==> src/rtl/estufa_pkg.sv <==
// Shared definitions for the greenhouse sensor path: filter states and the
// sensor code constants used by both the filter and the decision stage.
package estufa_pkg;

  typedef enum logic [1:0] {
    INIT   = 2'd0,
    STABLE = 2'd1,
    SETTLE = 2'd2
  } filt_state_t;

  // Sensor codes: bit 1 = T>Tmin, bit 0 = T>Tmax
  localparam logic [1:0] SENS_COLD = 2'b00;
  localparam logic [1:0] SENS_INC  = 2'b01;
  localparam logic [1:0] SENS_OK   = 2'b10;
  localparam logic [1:0] SENS_HOT  = 2'b11;

endpackage

==> src/rtl/estufa_sync2.sv <==
// Two-flop synchroniser for the raw threshold-sensor switches.
module estufa_sync2 #(
  parameter int W = 2
) (
  input  logic         clk_2,
  input  logic         reset,
  input  logic [W-1:0] d,
  output logic [W-1:0] q
);

  logic [W-1:0] r_s1;
  logic [W-1:0] r_s2;

  // Two-stage capture; only the second stage is visible to the filter
  always_ff @(posedge clk_2 or posedge reset) begin
    if (reset) begin
      r_s1 <= '0;
      r_s2 <= '0;
    end else begin
      r_s1 <= d;
      r_s2 <= r_s1;
    end
  end

  assign q = r_s2;

endmodule

==> src/rtl/estufa_sensor_filter.sv <==
// Debounce filter for the sensor pair feeding the heater/cooler decision stage.
// A new code is adopted only after NSTABLE consecutive equal synchronised
// samples; aborted transitions and adoptions of the impossible code 01 are
// counted in saturating statistics counters.
//
// state  | meaning
// INIT   | no code adopted yet since reset; qualifying the first code
// STABLE | sens_stable valid, synchronised input agrees with it
// SETTLE | input differs from sens_stable; qualifying candidate code
module estufa_sensor_filter
  import estufa_pkg::*;
#(
  parameter int NSTABLE = 4,
  parameter int CNT_W   = 4
) (
  input  logic             clk_2,
  input  logic             reset,
  input  logic [1:0]       sens_raw,
  output logic [1:0]       sens_stable,
  output logic             sens_valid,
  output logic             change,
  output logic             inconsist,
  output logic [CNT_W-1:0] glitch_cnt,
  output logic [CNT_W-1:0] fault_cnt
);

  localparam int             CW     = $clog2(NSTABLE) + 1;
  localparam logic [CW-1:0]  C_LAST = CW'(NSTABLE - 1);
  localparam logic [CW-1:0]  C_ONE  = CW'(1);

  filt_state_t      r_state;
  logic [1:0]       r_cand;
  logic [CW-1:0]    r_cnt;
  logic [1:0]       r_stable;
  logic             r_valid;
  logic             r_change;
  logic             r_inconsist;
  logic [CNT_W-1:0] r_glitch;
  logic [CNT_W-1:0] r_fault;

  logic [1:0]       w_s2;
  logic             w_glitch_evt;
  logic             w_adopt_init;
  logic             w_adopt_settle;
  logic             w_fault_evt;

  estufa_sync2 #(.W(2)) u_sync (
    .clk_2 (clk_2),
    .reset (reset),
    .d     (sens_raw),
    .q     (w_s2)
  );

  // Events shared by the FSM and the statistics counters, in SETTLE priority order
  assign w_glitch_evt   = (r_state == SETTLE) && (w_s2 == r_stable);
  assign w_adopt_settle = (r_state == SETTLE) && (w_s2 != r_stable) &&
                          (w_s2 == r_cand) && (r_cnt == C_LAST);
  assign w_adopt_init   = (r_state == INIT) && (w_s2 == r_cand) && (r_cnt == C_LAST);
  assign w_fault_evt    = (w_adopt_init || w_adopt_settle) && (r_cand == SENS_INC);

  // Filter FSM with candidate tracking, qualification counter and registered outputs
  always_ff @(posedge clk_2 or posedge reset) begin
    if (reset) begin
      r_state     <= INIT;
      r_cand      <= SENS_COLD;
      r_cnt       <= '0;
      r_stable    <= SENS_COLD;
      r_valid     <= 1'b0;
      r_change    <= 1'b0;
      r_inconsist <= 1'b0;
    end else begin
      r_change    <= 1'b0;
      r_inconsist <= r_valid && (r_stable == SENS_INC);
      unique case (r_state)
        INIT: begin
          if (w_s2 == r_cand) begin
            if (r_cnt == C_LAST) begin
              // First adoption is silent: no prior code to change from
              r_stable <= r_cand;
              r_valid  <= 1'b1;
              r_cnt    <= '0;
              r_state  <= STABLE;
            end else begin
              r_cnt <= r_cnt + C_ONE;
            end
          end else begin
            r_cand <= w_s2;
            r_cnt  <= C_ONE;
          end
        end
        STABLE: begin
          if (w_s2 != r_stable) begin
            r_cand  <= w_s2;
            r_cnt   <= C_ONE;
            r_state <= SETTLE;
          end
        end
        SETTLE: begin
          if (w_s2 == r_stable) begin
            r_cnt   <= '0;
            r_state <= STABLE;
          end else if (w_s2 != r_cand) begin
            r_cand <= w_s2;
            r_cnt  <= C_ONE;
          end else if (r_cnt == C_LAST) begin
            r_stable <= r_cand;
            r_change <= 1'b1;
            r_cnt    <= '0;
            r_state  <= STABLE;
          end else begin
            r_cnt <= r_cnt + C_ONE;
          end
        end
        default: begin
          r_cnt   <= '0;
          r_state <= INIT;
        end
      endcase
    end
  end

  // Saturating glitch/fault statistics
  always_ff @(posedge clk_2 or posedge reset) begin
    if (reset) begin
      r_glitch <= '0;
      r_fault  <= '0;
    end else begin
      if (w_glitch_evt && (r_glitch != {CNT_W{1'b1}})) begin
        r_glitch <= r_glitch + 1'b1;
      end
      if (w_fault_evt && (r_fault != {CNT_W{1'b1}})) begin
        r_fault <= r_fault + 1'b1;
      end
    end
  end

  assign sens_stable = r_stable;
  assign sens_valid  = r_valid;
  assign change      = r_change;
  assign inconsist   = r_inconsist;
  assign glitch_cnt  = r_glitch;
  assign fault_cnt   = r_fault;

endmodule

==> config.mk <==
export PLATFORM = sky130hd
export DESIGN_NAME = estufa_sensor_filter
export DESIGN_NICKNAME = d
export VERILOG_FILES = /design/src/rtl/estufa_pkg.sv /design/src/rtl/estufa_sync2.sv /design/src/rtl/estufa_sensor_filter.sv
export SDC_FILE = /design/constraint.sdc
export NUM_CORES = 1
export LEC_CHECK = 0
export ABC_AREA = 0
export CAP_MARGIN = 10
export CORE_UTILIZATION = 54
export CTS_BUF_LIST = sky130_fd_sc_hd__clkbuf_4 sky130_fd_sc_hd__clkbuf_8
export DETAILED_ROUTE_END_ITERATION = 12
export PLACE_DENSITY = 0.77
export SLEW_MARGIN = 20
export SYNTH_ARGS = -nofsm -noshare
export SYNTH_HDL_FRONTEND = slang
export SYNTH_HIERARCHICAL = 1
export SYNTH_SLANG_ARGS = --single-unit
==> constraint.sdc <==
create_clock -name clk_2 -period 2 [get_ports clk_2]
set_input_delay 0.4 -clock clk_2 [delete_from_list [all_inputs] [get_ports clk_2]]
set_output_delay 0.4 -clock clk_2 [all_outputs]
set_load 0.02 [all_outputs]
==> Yosys cells after proc, flatten, opt, wreduce, memory -nomap -nowiden <==
Index checks and enable logic that the tools add are counted.
W data, S select, Z words.
{ "totals": {"regBits": 24, "output_inout_bits": 13, "wordCells": 76} }
{ "op_classes": {"n_addsub": 3, "n_eq_ne": 18, "n_mux": 26, "n_reduce_logical": 18} }
{ "ops": {"columns": ["cell", "n"], "rows": [
  ["$mux W2", 13],
  ["$mux W3", 5],
  ["$pmux W2 S3", 2],
  ["$logic_and A1 B1 Y1", 10],
  ["$pmux W3 S3", 1],
  ["$add A4 B1 Y4 const B", 2],
  ["$ne A2 B2 Y1 const B", 4],
  ["$ne A4 B4 Y1 const B", 2],
  ["$eq A2 B1 Y1 const B", 3],
  ["$reduce_and A3 Y1", 2],
  ["$reduce_and A5 Y1", 1],
  ["$eq A2 B2 Y1", 2],
  ["$mux W1", 4],
  ["$ne A2 B1 Y1 const B", 2],
  ["$ne A2 B2 Y1", 2],
  ["$pmux W2 S2", 1],
  ["$reduce_and A4 Y1", 1],
  ["$add A3 B1 Y3 const B", 1],
  ["$eq A3 B2 Y1 const B", 1],
  ["$ne A3 B3 Y1 const B", 1],
  ["$reduce_bool A3 Y1", 1],
  ["$eq A2 B2 Y1 const B", 1],
  ["$logic_not A2 Y1", 1],
  ["$reduce_bool A2 Y1", 1],
  ["$logic_or A1 B1 Y1", 1]
]} }

==> Longest topological paths before layout <==
{ "depth": {"ltp_word": 7, "mapped_depth": 5} }

==> Hierarchy <==
The synthesis kept the hierarchy.
{ "by_module_without_submodules": {"columns": ["mod", "n_inst", "cells_each", "area_each_um2", "seq_area_each_um2"], "rows": [
  ["estufa_sensor_filter", 1, 81, 993.5, 500.5],
  ["estufa_sync2", 1, 5, 103.8, 100.1]
]} }

==> Worst setup path before layout <==
OpenSTA, ideal clock, no wires.
{ "synth_timing": {"kind": "register to register", "from": "reg r_stable[1] (netlist: sens_stable[1])", "to": "reg r_glitch[3] (netlist: glitch_cnt[3])", "t_arrival_ns": 1.564, "path_slack_ns": 0.312, "path_stages_with_launch": 6, "n_path_buf": 1, "period_less_slack_ns": 1.688, "cell_sequence": "dfrtp_1 > xor2_1 > nor3b_2 > buf_4 > nor3b_1 > mux2_2"} }
{ "synth_between": {"elab_chain_len": 3} }
{ "synth_lines": {"columns": ["item", "line_no", "rtl"], "rows": [
  ["from (decl)", "estufa_sensor_filter.sv:34", "logic [1:0] r_stable;"],
  ["from (signal assigned)", "estufa_sensor_filter.sv:79", "r_stable <= r_cand;"],
  ["from (signal assigned)", "estufa_sensor_filter.sv:106", "r_stable <= r_cand;"],
  ["$eq A2 B2 Y1", "estufa_sensor_filter.sv:55", "assign w_glitch_evt = (r_state == SETTLE) && (w_s2 == r_stable);"],
  ["$logic_and A1 B1 Y1", "estufa_sensor_filter.sv:55", null],
  ["$logic_and A1 B1 Y1", "estufa_sensor_filter.sv:128", "if (w_glitch_evt && (r_glitch != {CNT_W{1'b1}})) begin"],
  ["to (signal assigned)", "estufa_sensor_filter.sv:129", "r_glitch <= r_glitch + 1'b1;"],
  ["to (decl)", "estufa_sensor_filter.sv:38", "logic [CNT_W-1:0] r_glitch;"]
]} }
No other way between the ends.
A chain may end at the register's enable or synchronous reset.

==> Final worst setup path <==
{ "layout_timing": {"from": "reg r_cand[0]", "to": "reg r_fault[1] (netlist: fault_cnt[1])"} }
{ "layout_between": {"elab_chain_len": 6, "word_cells_on_any_way": 9} }
{ "layout_lines": {"columns": ["item", "line_no", "rtl"], "rows": [
  ["from (decl)", "estufa_sensor_filter.sv:32", "logic [1:0] r_cand;"],
  ["from (signal assigned)", "estufa_sensor_filter.sv:87", "r_cand <= w_s2;"],
  ["from (signal assigned)", "estufa_sensor_filter.sv:93", "r_cand <= w_s2;"],
  ["from (signal assigned)", "estufa_sensor_filter.sv:103", "r_cand <= w_s2;"],
  ["$eq A2 B2 Y1", "estufa_sensor_filter.sv:57, estufa_sensor_filter.sv:58", null],
  ["$logic_and A1 B1 Y1 (on tied branches)", "estufa_sensor_filter.sv:58, estufa_sensor_filter.sv:56", null],
  ["$logic_and A1 B1 Y1 (on tied branches)", "estufa_sensor_filter.sv:58, estufa_sensor_filter.sv:57", null],
  ["$logic_or A1 B1 Y1", "estufa_sensor_filter.sv:59", "assign w_fault_evt = (w_adopt_init || w_adopt_settle) && (r_cand == SENS_INC);"],
  ["$logic_and A1 B1 Y1 *", "estufa_sensor_filter.sv:59", null],
  ["$logic_and A1 B1 Y1 *", "estufa_sensor_filter.sv:131", "if (w_fault_evt && (r_fault != {CNT_W{1'b1}})) begin"],
  ["to (signal assigned)", "estufa_sensor_filter.sv:132", "r_fault <= r_fault + 1'b1;"],
  ["to (decl)", "estufa_sensor_filter.sv:39", "logic [CNT_W-1:0] r_fault;"]
]} }
Every way passes the cells marked *; elsewhere a longest branch is shown, timed or not.

==> reports/results.env <==
HOLD_CLASS='in -> async'
MULTI_INPUT_AREA_UM2=470
LAYOUT.CORE_UTILIZATION=0.742
YOSYS-TOP-CELLS-AREA='sky130_fd_sc_hd__dfrtp_1, sky130_fd_sc_hd__mux2_2, sky130_fd_sc_hd__xor2_1'
CLOCKBUFFERDEPTH=2
CTS.REPAIR.RESIZED=0
CRIT_BUF_INV=0
DIE_HEIGHT_UM=47.1
LEAKAGEPOWER_nW=0.603
SETUP_TNS_NS=0
CRITPATHTOPFAMILY='simple AND/OR/NAND/NOR gates'
ANTENNA_FOUND_INITIAL=0
CRIT_PATH_TOP_DELAY_CELL='sky130_fd_sc_hd__dfrtp_1'
SETUP_VIOLATORS_FINAL=0
RUN_STATUS='complete, no violations'
POWERDENSITY_mW_PER_MM2=1250
ANT_NETS=0
IOS=17
VIA_COUNT_OF_THE_ROUTED_DESIGN=735
GRT_PASS1_VIAS=665
FINAL_COMMON_CELL='sky130_fd_sc_hd__dfrtp_1'
WL_PER_CELL_UM=13.8
TIMING.FINAL.CRIT_SHARE=0.916
START_UTIL=0.603
DRC=0
DETAILED_PLACE_HPWL_UM=1400
SLEW_VIOL_FINAL=0
CRIT_CHAIN='xnor2_1 -> nand4_2 -> nor3_2 -> mux2_2'
GLOBALROUTEOVERFLOWTOTAL=0
SYNTH_CELL_TYPES=34
FF_LATCH_AREA_UM2=601
WIRELENGTH_UM=1850
GPL.FINAL_WEIGHTED_CONGESTION=0.789
POST_DRT_VIA_CELL_RATIO=5.49
CAP_VIOL_MAX_COUNT=0
PLACE_WORST_SETUP_SLACK_NS=0.201
ANTENNADIODECOUNT=0
TIMING_WORST_SETUP_PATH_TYPE='reg -> reg'
TIMING.CRITICAL_PATH.SLOWEST_CELL_DELAY_NS=0.44
CLOCK_TREE.ROOT_CELL='sky130_fd_sc_hd__clkbuf_4'
SYNTH.YOSYS.WARNINGS=6
TIGHTEST_SLEW_NS=0.369
DIE_W_UM=47.1
SEQ_AREA_FRAC_SYNTH=0.547
MAPPEDNETLISTNETS=93
CORE_MM2=0.00182
NUMCLOCKSINKS=24
FINCLKSKEW_NS=0.00176
SYNTH_TOP_AREA_SHARE=0.547
CRITICAL_PATH_REQUIRED_NS=2.21
DRIVE_ABOVE_1_SHARE=0.211
GRT_START_MAX_NET_PINS=14
NUMPORTBUFFERS=16
SETUP.WORST_PATH.START_CLASS='flip-flop'
PLACED_CELLS=130
TRITONCTS='built'
GRT_FIRST_PASS_WIRELENGTH_UM=2980
DRT_FIRST_PASS_ITERS=4
MOSTFREQUENTLAYOUTCELLS='sky130_fd_sc_hd__dfrtp_1, sky130_fd_sc_hd__clkdlybuf4s50_1, sky130_fd_sc_hd__nand3_1'
POSTCTSHOLDBUFS=0
VDD_IR_DROP_MAX_V=0.000938
FILL_CELL_TOTAL_OF_THE_FINISHED_LAYOUT=137
RELSLEWSLACK=0.752
POST_SYNTH_INST_COUNT=86
SYN_AVG_CELL_AREA_UM2=12.8
POSTCTSSETUPREPAIRBUFS=0
TIMING.CRITICAL_PATH.ARRIVAL_NS=2.04
DETAILEDROUTE.FIRSTITERATIONVIOLATIONS=11
DIE-AREA_MM2=0.00222
NETLIST.TOP_CELL.BY_AREA='sky130_fd_sc_hd__dfrtp_1'
FINAL.SETUP.WORST_SLACK_NS=0.169
HTREEDEPTH=1
CLK-INSERTION-DELAY-LATE_NS=0.31
HOLD_VIOLATIONS=0
SYNTH.FF_LATCH_COUNT=24
CRITPATHMAXFANOUT=6
SYNTHTOLAYOUTAREAGROWTH_PCT=23.1
FP-ROW-COUNT=15
TRITONCTS.NUM_BUFFERS=3
ACHIEVABLE-FREQUENCY_MHz=546
CRITICAL_PATH.ENDPOINT_TYPE='flip-flop'
GRT_USE_TOTAL=0.201
RSZ_0062_RAISED_AFTER_GLOBAL_ROUTING='false'
PERIOD_NEEDED_NS=1.83
CLKTRANSATPATHREGS_NS=0.13
NETLIST_AREA_MM2=0.00110
LAYOUTNONFILLERINSTCOUNT=134
TOTAL_POWER_W=0.00168
FINAL_LAYOUT_NET_COUNT=117
[registers in the layout, summed over array words and instances, names as in the netlist]
register,cells
glitch_cnt,4
change,1
r_state,2
fault_cnt,4
r_cand,2
sens_valid,1
u_sync/q,2
r_cnt,3
inconsist,1
u_sync/r_s1,2
sens_stable,2
[stage by stage]
| step | area, um2 | hold slack, ns |
|---|---|---|
| 2_1_floorplan | 1100 | 0.166 |
| 3_3_place_gp | 1320 | 0.332 |
| 3_5_place_dp | 1320 | 0.338 |
| 4_1_cts | 1350 | 0.277 |
| 5_1_grt | 1350 | 0.282 |
| 6_report | 1350 | 0.274 |
[cells by family after synthesis]
group           count (synthesis)  share of synthesized area
compound gates                 11                     0.0639
xor+xnor                        8                     0.0639
fa+ha+maj                       4                     0.0445
buf+inv                         6                     0.0239
flops                          24                      0.547
mux                             8                     0.0878
simple gates                   25                      0.169
[Yosys cell counts]
library cell,number
sky130_fd_sc_hd__a211oi_1,1
sky130_fd_sc_hd__a21oi_1,2
sky130_fd_sc_hd__a31oi_1,3
sky130_fd_sc_hd__and2b_1,1
sky130_fd_sc_hd__and3b_1,1
sky130_fd_sc_hd__and3b_2,1
sky130_fd_sc_hd__buf_4,1
sky130_fd_sc_hd__clkbuf_1,1
sky130_fd_sc_hd__dfrtp_1,24
sky130_fd_sc_hd__ha_1,3
sky130_fd_sc_hd__inv_1,4
sky130_fd_sc_hd__maj3_2,1
sky130_fd_sc_hd__mux2_2,5
sky130_fd_sc_hd__mux2_4,2
sky130_fd_sc_hd__mux2i_1,1
sky130_fd_sc_hd__nand2_1,1
sky130_fd_sc_hd__nand2b_1,2
sky130_fd_sc_hd__nand3_1,6
sky130_fd_sc_hd__nand3b_1,2
sky130_fd_sc_hd__nand4_2,1
sky130_fd_sc_hd__nor2_1,2
sky130_fd_sc_hd__nor3_2,1
sky130_fd_sc_hd__nor3b_1,2
sky130_fd_sc_hd__nor3b_2,1
sky130_fd_sc_hd__nor4_1,1
sky130_fd_sc_hd__nor4b_2,1
sky130_fd_sc_hd__nor4bb_1,1
sky130_fd_sc_hd__o211a_1,1
sky130_fd_sc_hd__o21ai_0,2
sky130_fd_sc_hd__o21bai_1,1
sky130_fd_sc_hd__o22ai_1,1
sky130_fd_sc_hd__or2_4,1
sky130_fd_sc_hd__xnor2_1,3
sky130_fd_sc_hd__xor2_1,5
[layer usage]
metal	wire (um)	vias up	track usage
met2	887	21	0.308
met3	58	2	0.0346
li1	-	355	-
met4	12	0	0.0857
met5	0	-	0
met1	889	357	0.284
[worst reg2reg max path, stage by stage (launching register included)]
cell,delay [ns]
sky130_fd_sc_hd__dfrtp_1,0.44
sky130_fd_sc_hd__xnor2_1,0.35
sky130_fd_sc_hd__nand4_2,0.27
sky130_fd_sc_hd__nor3_2,0.30
sky130_fd_sc_hd__mux2_2,0.36
[worst paths after layout]
| kind | slack [ns] | depth (start not counted) | endpoint | startpoint |
|---|---|---|---|---|
| min reg2reg | 0.36 | 0 | u_sync/q[0] | u_sync/r_s1[0] |
| min in group clk_2 | 0.36 | 0 | u_sync/q[0] | u_sync/r_s1[0] |
| max reg2reg | 0.17 | 4 | fault_cnt[1] | r_cand[0] |
| min | 0.27 | 2 | u_sync/q[0] | reset |
| max in group asynchronous | 1.46 | 3 | r_cnt[2] | reset |
| max | 0.17 | 4 | fault_cnt[1] | r_cand[0] |
[report_power, final]
group | internal (W) | total [W] | switching (W)
Combinational | 0.000359 | 0.000681 | 0.000322
Sequential | 0.000610 | 0.000752 | 0.000142
Clock | 0.000111 | 0.000251 | 0.000139
[layout make-up]
cell class,count,area share
repair buffers,21,0.146
multi-input cells,56,0.348
clock buffers,4,0.0269
well taps,25,0.0231
flip-flops and latches,24,0.444
inverters,4,0.0111
No activity file was read; power rests on OpenSTA's default activity.
